==> src/rtl/vram_port_arbiter.sv <==
// vram_port_arbiter: round-robin arbiter sharing video_memory port A among
// NUM_REQ requesters, with a read-modify-write lock and tagged read return.
// Optional per-requester wait statistics are built when VRAM_ARB_STATS_EN is defined.
module vram_port_arbiter #(
    parameter int unsigned NUM_REQ = 3,
    parameter int unsigned ADDR_W  = 17,
    parameter int unsigned DATA_W  = 8,
    parameter int unsigned RD_LAT  = 1
) (
    input  logic                       video_clk,
    input  logic                       reset_n,
    input  logic [NUM_REQ-1:0]         req,
    input  logic [NUM_REQ-1:0]         lock,
    input  logic [NUM_REQ-1:0]         we,
    input  logic [NUM_REQ*ADDR_W-1:0]  addr,
    input  logic [NUM_REQ*DATA_W-1:0]  wdata,
    output logic [NUM_REQ-1:0]         gnt,
    output logic [NUM_REQ-1:0]         rvalid,
    output logic [DATA_W-1:0]          rdata,
    output logic [ADDR_W-1:0]          mem_addr,
    output logic [DATA_W-1:0]          mem_din,
    output logic                       mem_we,
    input  logic [DATA_W-1:0]          mem_dout
`ifdef VRAM_ARB_STATS_EN
    ,
    output logic [NUM_REQ*16-1:0]      wait_cnt,
    input  logic                       stats_clr
`endif
);

    localparam int unsigned PTR_W = $clog2(NUM_REQ);
    localparam int unsigned CNT_W = 16;

    typedef enum logic {
        ST_ARB,
        ST_LOCKED
    } state_e;

    state_e               state_q;
    logic [PTR_W-1:0]     ptr_q;
    logic [PTR_W-1:0]     owner_q;
    logic [ADDR_W-1:0]    mem_addr_q;
    logic [DATA_W-1:0]    mem_din_q;
    logic                 mem_we_q;
    // Read-tag pipeline: one-hot requester id, all-zero means no read in that slot
    logic [NUM_REQ-1:0]   tag_q [RD_LAT+1];

    logic                 grant_v;
    logic [PTR_W-1:0]     grant_idx;
    logic [PTR_W-1:0]     cand;
    logic [NUM_REQ-1:0]   gnt_c;
    logic [ADDR_W-1:0]    sel_addr;
    logic [DATA_W-1:0]    sel_wdata;
    logic                 sel_we;
    logic                 sel_lock;
    logic [PTR_W-1:0]     ptr_nxt;

    // Winner selection: owner only while locked, else first request from the pointer upward
    always_comb begin
        grant_v   = 1'b0;
        grant_idx = '0;
        cand      = '0;
        if (state_q == ST_LOCKED) begin
            grant_v   = req[owner_q];
            grant_idx = owner_q;
        end else begin
            for (int unsigned k = 0; k < NUM_REQ; k++) begin
                cand = PTR_W'((32'(ptr_q) + k) % NUM_REQ);
                if (!grant_v && req[cand]) begin
                    grant_v   = 1'b1;
                    grant_idx = cand;
                end
            end
        end
    end

    // Grant vector and field mux for the selected requester
    always_comb begin
        gnt_c     = '0;
        sel_addr  = '0;
        sel_wdata = '0;
        sel_we    = 1'b0;
        sel_lock  = 1'b0;
        for (int unsigned i = 0; i < NUM_REQ; i++) begin
            if (grant_v && (PTR_W'(i) == grant_idx)) begin
                gnt_c[i]  = 1'b1;
                sel_addr  = addr[i*ADDR_W +: ADDR_W];
                sel_wdata = wdata[i*DATA_W +: DATA_W];
                sel_we    = we[i];
                sel_lock  = lock[i];
            end
        end
        ptr_nxt = PTR_W'((32'(grant_idx) + 32'd1) % NUM_REQ);
    end

    // Arbiter state, pointer, memory port registers and read-tag pipeline
    always_ff @(posedge video_clk or negedge reset_n) begin
        if (!reset_n) begin
            state_q    <= ST_ARB;
            ptr_q      <= '0;
            owner_q    <= '0;
            mem_addr_q <= '0;
            mem_din_q  <= '0;
            mem_we_q   <= 1'b0;
            for (int unsigned i = 0; i <= RD_LAT; i++) begin
                tag_q[i] <= '0;
            end
        end else begin
            mem_we_q <= grant_v && sel_we;
            if (grant_v) begin
                mem_addr_q <= sel_addr;
                mem_din_q  <= sel_wdata;
            end
            tag_q[0] <= (grant_v && !sel_we) ? gnt_c : '0;
            for (int unsigned i = 1; i <= RD_LAT; i++) begin
                tag_q[i] <= tag_q[i-1];
            end
            case (state_q)
                ST_ARB: begin
                    if (grant_v) begin
                        ptr_q <= ptr_nxt;
                        if (sel_lock) begin
                            state_q <= ST_LOCKED;
                            owner_q <= grant_idx;
                        end
                    end
                end
                ST_LOCKED: begin
                    if (!lock[owner_q]) begin
                        state_q <= ST_ARB;
                    end
                end
                default: state_q <= ST_ARB;
            endcase
        end
    end

    // Grant is combinational but forced low while reset is asserted
    assign gnt      = reset_n ? gnt_c : '0;
    assign rvalid   = tag_q[RD_LAT];
    assign rdata    = mem_dout;
    assign mem_addr = mem_addr_q;
    assign mem_din  = mem_din_q;
    assign mem_we   = mem_we_q;

`ifdef VRAM_ARB_STATS_EN
    logic [NUM_REQ*CNT_W-1:0] wait_cnt_q;

    // Saturating per-requester wait counters; clear wins over increment
    always_ff @(posedge video_clk or negedge reset_n) begin
        if (!reset_n) begin
            wait_cnt_q <= '0;
        end else begin
            for (int unsigned i = 0; i < NUM_REQ; i++) begin
                if (stats_clr) begin
                    wait_cnt_q[i*CNT_W +: CNT_W] <= '0;
                end else if (req[i] && !gnt_c[i] && (wait_cnt_q[i*CNT_W +: CNT_W] != {CNT_W{1'b1}})) begin
                    wait_cnt_q[i*CNT_W +: CNT_W] <= wait_cnt_q[i*CNT_W +: CNT_W] + CNT_W'(1);
                end
            end
        end
    end

    assign wait_cnt = wait_cnt_q;
`endif

endmodule

==> config.mk <==
export PLATFORM = sky130hd
export DESIGN_NAME = vram_port_arbiter
export DESIGN_NICKNAME = d
export VERILOG_FILES = /design/src/rtl/vram_port_arbiter.sv
export SDC_FILE = /design/constraint.sdc
export NUM_CORES = 1
export LEC_CHECK = 0
export CAP_MARGIN = 20
export CORE_ASPECT_RATIO = 2
export CORE_MARGIN = 3
export CORE_UTILIZATION = 39
export CTS_BUF_LIST = sky130_fd_sc_hd__clkbuf_16
export DETAILED_ROUTE_END_ITERATION = 8
export GPL_TIMING_DRIVEN = 1
export PLACE_DENSITY_LB_ADDON = 0.08
export SLEW_MARGIN = 20
export SYNTH_ARGS = -nofsm -noshare
export SYNTH_HDL_FRONTEND = slang
export SYNTH_SLANG_ARGS = --single-unit
==> constraint.sdc <==
create_clock -name video_clk -period 5.6 [get_ports video_clk]
set_clock_uncertainty 0.1 [all_clocks]
set_input_delay 1.68 -clock video_clk [delete_from_list [all_inputs] [get_ports video_clk]]
set_output_delay 1.68 -clock video_clk [all_outputs]
set_load 0.01 [all_outputs]
==> Word-level counts from Yosys, hierarchy flattened <==
Index checks and enable logic that the tools add are counted.
{ "word_totals": {"reg_bits": 37, "word_cells": 76, "inputBits": 94} }
{ "classes": {"mux": 41, "add_sub_neg": 3, "bitwise_logic": 1, "n_reduce_logical": 13, "eq_ne": 2, "n_lt_le_gt_ge": 4, "n_div": 4} }
{ "ops": {"columns": ["op", "n"], "rows": [
  ["modulo 32 x 2 -> 32 bit (second input constant)", 3],
  ["two-way mux 17 bit", 3],
  ["modulo 2 x 2 -> 32 bit (second input constant)", 1],
  ["two-way mux 8 bit", 3],
  ["two-way mux 1 bit", 23],
  ["< comparator 2 x 3 -> 1 bit (second input constant)", 4],
  ["binary-select mux 1 bit (select 2 bit)", 5],
  ["two-way mux 2 bit", 4],
  ["logical AND 1 bit", 7],
  ["adder 2 x 1 -> 3 bit (second input constant)", 2],
  ["two-way mux 3 bit", 2],
  ["adder 2 x 2 -> 3 bit (second input constant)", 1],
  ["zero test 1 bit", 3],
  ["AND reduction 3 bit", 1],
  ["== test 1 x 2 -> 1 bit (first input constant)", 1],
  ["== test 2 bit (first input constant)", 1],
  ["zero test 2 bit", 1],
  ["one-hot mux 1 bit (2 select lines)", 1],
  ["AND reduction 2 bit", 1],
  ["inverter 1 bit", 1]
]} }

==> Depth between registers and ports, before layout <==
{ "depth": {"ltp_word": 21, "mapped_depth": 14, "depth_no_buf": 13} }

==> Worst setup path before layout <==
Ideal clock, no wire load.
{ "synth_path": {"kind": "input to output", "start": "in req[1]", "end": "out gnt[2]", "setup_slack_ns": 0.397, "t_arrival_ns": 3.423, "n_path_buf": 2, "path_stages": 9, "path_cell_list": "mux2_2 -> a211oi_1 -> o32a_1 -> a21oi_1 -> mux2i_1 -> ha_1 -> clkbuf_1 -> clkbuf_1 -> and3_1"} }
{ "synth_via": {"elab_chain_len": 16} }
{ "synth_lines": {"columns": ["element", "line", "text"], "rows": [
  ["start: declaration", "12", "input logic [NUM_REQ-1:0] req,"],
  ["binary-select mux 1 bit (select 2 bit)", "69", "if (!grant_v && req[cand]) begin"],
  ["two-way mux 1 bit (not written as such)", "69", null],
  ["two-way mux 1 bit", "69", null],
  ["two-way mux 1 bit", "63", "if (state_q == ST_LOCKED) begin"],
  ["zero test 1 bit", "69", null],
  ["logical AND 1 bit", "69", null],
  ["two-way mux 1 bit", "69", null],
  ["two-way mux 1 bit", "63", null],
  ["zero test 1 bit", "69", null],
  ["logical AND 1 bit", "69", null],
  ["two-way mux 2 bit", "69", null],
  ["two-way mux 2 bit", "63", null],
  ["== test 2 bit", "85", "if (grant_v && (PTR_W'(i) == grant_idx)) begin"],
  ["logical AND 1 bit *", "85", null],
  ["two-way mux 1 bit *", "85", null],
  ["two-way mux 3 bit *", "139", "assign gnt = reset_n ? gnt_c : '0;"],
  ["end: declaration", "17", "output logic [NUM_REQ-1:0] gnt,"]
]} }
Every way passes the cells marked *; elsewhere a longest branch is shown, timed or not. The select of a mux whose other input is x is not followed.

==> Worst setup path after layout <==
{ "layout_path": {"start": "in req[1]", "end": "out gnt[2]"} }
{ "layout_via": {"elab_chain_len": 16} }
{ "layout_lines": {"columns": ["element", "line", "text"], "rows": [
  ["binary-select mux 1 bit (select 2 bit)", "69", null],
  ["two-way mux 1 bit (not written as such)", "69", null],
  ["two-way mux 1 bit", "69", null],
  ["two-way mux 1 bit", "63", null],
  ["zero test 1 bit", "69", null],
  ["logical AND 1 bit", "69", null],
  ["two-way mux 1 bit", "69", null],
  ["two-way mux 1 bit", "63", null],
  ["zero test 1 bit", "69", null],
  ["logical AND 1 bit", "69", null],
  ["two-way mux 2 bit *", "69", null],
  ["two-way mux 2 bit *", "63", null],
  ["via grant_idx[1]", "49", "logic [PTR_W-1:0] grant_idx;"],
  ["== test 2 bit *", "85", null],
  ["logical AND 1 bit *", "85", null],
  ["two-way mux 1 bit *", "85", null],
  ["two-way mux 3 bit *", "139", null]
]} }
The timed path passes the listed nets; every way through them passes the cells marked *. The select of a mux whose other input is x is not followed.

==> metrics.log <==
INFO  metric synth_simple_gate_area_share = 8.89%
INFO  metric initial_utilization = approximately two fifths
INFO  metric worst_path_most_repeated_cell = dlygate4sd2_1
INFO  metric globalRoute.totalOverflow = 0
INFO  metric worst_setup_path_startpoint = req[1]
INFO  metric worst_slack = 159 ps
INFO  metric timing.rr.start = ptr_q[0]
INFO  metric fp.dieH = 118 microns
INFO  metric xor_and_xnor_fraction_of_the_mapped_netlist_area = 0%
INFO  metric clk_latency = 270 ps
INFO  metric hold_buffers = 0
INFO  metric cts-root-buf = clkbuf_16
INFO  metric via_per_inst = 5.27
INFO  metric postSynth.asyncResetShare = 100%
INFO  metric drc = 0
INFO  metric report.final.setup_viol = 0
INFO  metric fp.coreArea = 6010 sq um
INFO  metric globalRouteTotalUtil = 20.2%
INFO  metric critPathSlowestCell = mux2_4
INFO  metric p_leak = roughly 1.7 nW
INFO  metric multi_input_area = 1330 sq um
INFO  metric final_min_period = 5440 ps
INFO  metric path_clk_slew = 50 ps
INFO  metric global_route_wire_length_before_repair = approximately 11000 microns
INFO  metric mappedNetlistArea = 2430 sq um
INFO  metric number_of_instances_in_the_placed_design = 408
INFO  metric critPathArrivalTime = 3660 ps
INFO  metric initialDrtViolationCount = 83
INFO  metric worstSetupEndpointType = output port
INFO  metric min_path_type = reg2reg
INFO  metric routed-via-count = 2196
INFO  metric crit_cells = 9
INFO  metric cts_setup_buffers = 0
INFO  metric vias_in_the_first_global_route = 2210
INFO  metric antenna_found_initial = 1
INFO  metric number_of_cts_inserted_buffers = 5
INFO  metric crit_path_max_incr_delay = 290 ps
INFO  metric worst_setup_path_endpoint = gnt[2]
INFO  metric critical_path.startpoint_type = input port
INFO  metric synth_seq_cells = 37
INFO  metric synth.avg_cell_area = 10.2 sq um
INFO  metric timing.setup.critical_path_class = in2out
INFO  metric report.final.hold_viol_count = 0
INFO  metric r2r_setup_slack = 1960 ps
INFO  metric yosys-mux-area-fraction = between 20% and 30%
INFO  metric area_growth_syn_to_layout = 56.5%
INFO  metric utilization = 63.4%
INFO  metric worstPathBufferInverterCount = 2
INFO  metric maxClockFrequency = around 180 MHz
INFO  metric post_synth_fa_ha_maj_area_fraction = ~3.6%
INFO  metric synth_fp_nets = 340
INFO  metric grt_start_max_net_pins = 54
INFO  metric post-place-ws = -319 ps
INFO  metric slew_violations = 0
INFO  metric synth_top_family_by_area = multiplexers
INFO  metric power = 2.53 mW
INFO  metric globalplace.congestion = 0.801
INFO  metric timing.reg2reg.worst_path_depth = 13
INFO  metric buffer_ports.inserted = 117
INFO  metric crit_fanout = 5
INFO  metric min-delay-start = tag_q[4]
INFO  metric cts-htree-levels = 2
INFO  metric dpl.hpwl = 5540 microns
INFO  metric max_slew.worst_pin.slew = roughly 480 ps
INFO  metric dieArea = 7280 sq um
INFO  metric ant_nets = 0
INFO  metric rel_slew_slack = 68.2%
INFO  metric path_cells = dlygate4sd2_1, mux2_4, a21oi_2, a2bb2oi_1, o31a_1, mux2_2, ha_2, and3_1, dlygate4sd2_1
INFO  metric synth_seq_area_share = 38.0%
INFO  metric outcome = finished, final reports clean
INFO  metric synth.distinct_cells = 38
INFO  metric tritoncts = built
INFO  metric synth_enable_flop_cells = 0
INFO  metric cpLargestDelayFamily = buffers and inverters
INFO  metric synth_top_flop_cell = dfrtp_1
INFO  metric routedWlPerCell = between 15 and 20 microns
INFO  metric cts.sinks = 37
INFO  metric compound_gate_portion_of_the_synthesized_area = 20.5%
INFO  metric cts_buffer_depth = 2
INFO  metric totalWireLength = 7110 microns
INFO  metric min_period_over_period = 97.2%
INFO  metric max-vdd-ir-drop = ~0.3 mV
INFO  metric stdcell_count = 417
INFO  metric cap_viol_max_count = 0
INFO  metric required = 3820 ps
INFO  metric power_density = 663 nW/um^2
INFO  metric synthesis.instances = between 200 and 250
INFO  metric boundaryPins = ~130
INFO  metric seqCellArea = 926 sq um
INFO  metric filler_cell_count = around 530
INFO  metric rsz0062_at_grt = false
INFO  metric share_of_cells_above_drive_strength_1 = ~18%
INFO  metric die_extent_in_x = 61.9 microns
INFO  metric finish.net_count = 453
INFO  metric std_cell_rows = 40
INFO  metric dr.pass1.iters = 4
INFO  metric synth_warnings = 0
INFO  metric critical_path.reg2reg.endpoint = owner_q[0]
## registers in the layout (all words and copies together) (netlist names)
name,cells
mem_we,1
tag_q,3
mem_din,8
state_q,1
rvalid,3
owner_q,2
ptr_q,2
mem_addr,17
## cells by family (layout without fill, tap and decap cells)
family                     count (synthesis)  count (layout)
adders and majority gates                  7               7
and+or+nand+nor                           48              48
DFF                                       37              37
other                                      0               1
buffers and inverters                     35             149
muxes                                     37              37
AOI/OAI and AO/OA                         75              75
## placed cells by master (no fill, tap or decap), types with 2 or more instances in the layout
cell | Yosys | routed
ha_1 | 7 | 5
mux2_2 | 6 | 5
clkbuf_16 | 0 | 5
buf_4 | 12 | 16
and3_1 | 5 | 5
nand2_1 | 29 | 29
dfrtp_1 | 37 | 37
a21oi_2 | 2 | 3
mux2_4 | 24 | 25
a21oi_1 | 5 | 3
o21ai_0 | 29 | 29
a221o_1 | 2 | 2
inv_1 | 8 | 9
a22oi_1 | 24 | 24
mux2i_1 | 7 | 7
clkdlybuf4s50_1 | 0 | 110
ha_2 | 0 | 2
dlygate4sd2_1 | 0 | 5
nor2_1 | 7 | 7
a211oi_1 | 2 | 2
## metal layers
layer,share of wire [%],up-vias,GRT usage (%)
met3,5.0,10,3.51
li1,-,1082,-
met1,35,1041,21.3
met2,58,63,36.5
met4,2.5,0,8.37
met5,0,-,0
## through the flow
stage | setup TNS [ps] | hold WS [ps] | cell area [sq um]
finish | 0 | 247 | 3810
global route | 0 | 252 | 3810
CTS | 0 | 247 | 3800
detailed placement | -935 | 237 | 3630
global placement | -726 | 233 | 3630
floorplan | 0 | 231 | 2430
## Yosys cell counts, drive strengths merged, types with 2 or more instances
| cell | n | area (sq um) |
|---|---|---|
| o21ai | 30 | 154 |
| nand2 | 29 | 109 |
| dfrtp | 37 | 926 |
| a21oi | 7 | 42.5 |
| and3 | 5 | 31.3 |
| a22oi | 24 | 180 |
| a221o | 2 | 20.0 |
| buf | 16 | 129 |
| and3b | 2 | 18.8 |
| ha | 7 | 87.6 |
| clkbuf | 10 | 37.5 |
| nor2 | 7 | 26.3 |
| inv | 8 | 30.0 |
| mux2i | 7 | 70.1 |
| mux2 | 30 | 428 |
| a211oi | 2 | 15.0 |
## cell type report
class	count	area share, %
inverter	8	0.788
clock buffer	5	3.29
multi-input combinational	167	34.8
clock inverter	3	0.986
timing repair buffer	133	33.7
tap	63	2.07
antenna	1	0.0657
sequential	37	24.3
## worst min path at each step
stage | end | slack (ps) | depth (start not counted)
6_report | rvalid[1] | 250 | 0
5_1_grt | rvalid[1] | 250 | 0
4_1_cts | rvalid[1] | 250 | 0
3_5_place_dp | rvalid[1] | 240 | 0
3_3_place_gp | rvalid[2] | 230 | 0
2_1_floorplan | rvalid[0] | 230 | 0
## report_power, final
part           total (mW)  internal, mW  switching [mW]
Clock               0.301         0.206          0.0943
Combinational        1.76         0.934           0.823
Sequential          0.468         0.402          0.0658
Total                2.53          1.54           0.984
## timing repair
item | 4_1_cts | 5_1_grt
resized for setup | 8 | 2
pin swaps | 0 | 0
gates cloned | 0 | 0
endpoints found under the setup margin | 3 | 3
## worst reg2reg max path: stages, from the launching register on
cell	delay (ps)
dfrtp_1	410
inv_1	90
ha_1	310
mux2_4	350
a21oi_2	170
a2bb2oi_1	80
o31a_1	270
mux2i_1	210
ha_2	210
buf_4	320
nor2b_2	90
a221o_1	330
o2111ai_1	180
mux2_2	390
Note: power is estimated with default switching activity, not from simulation.
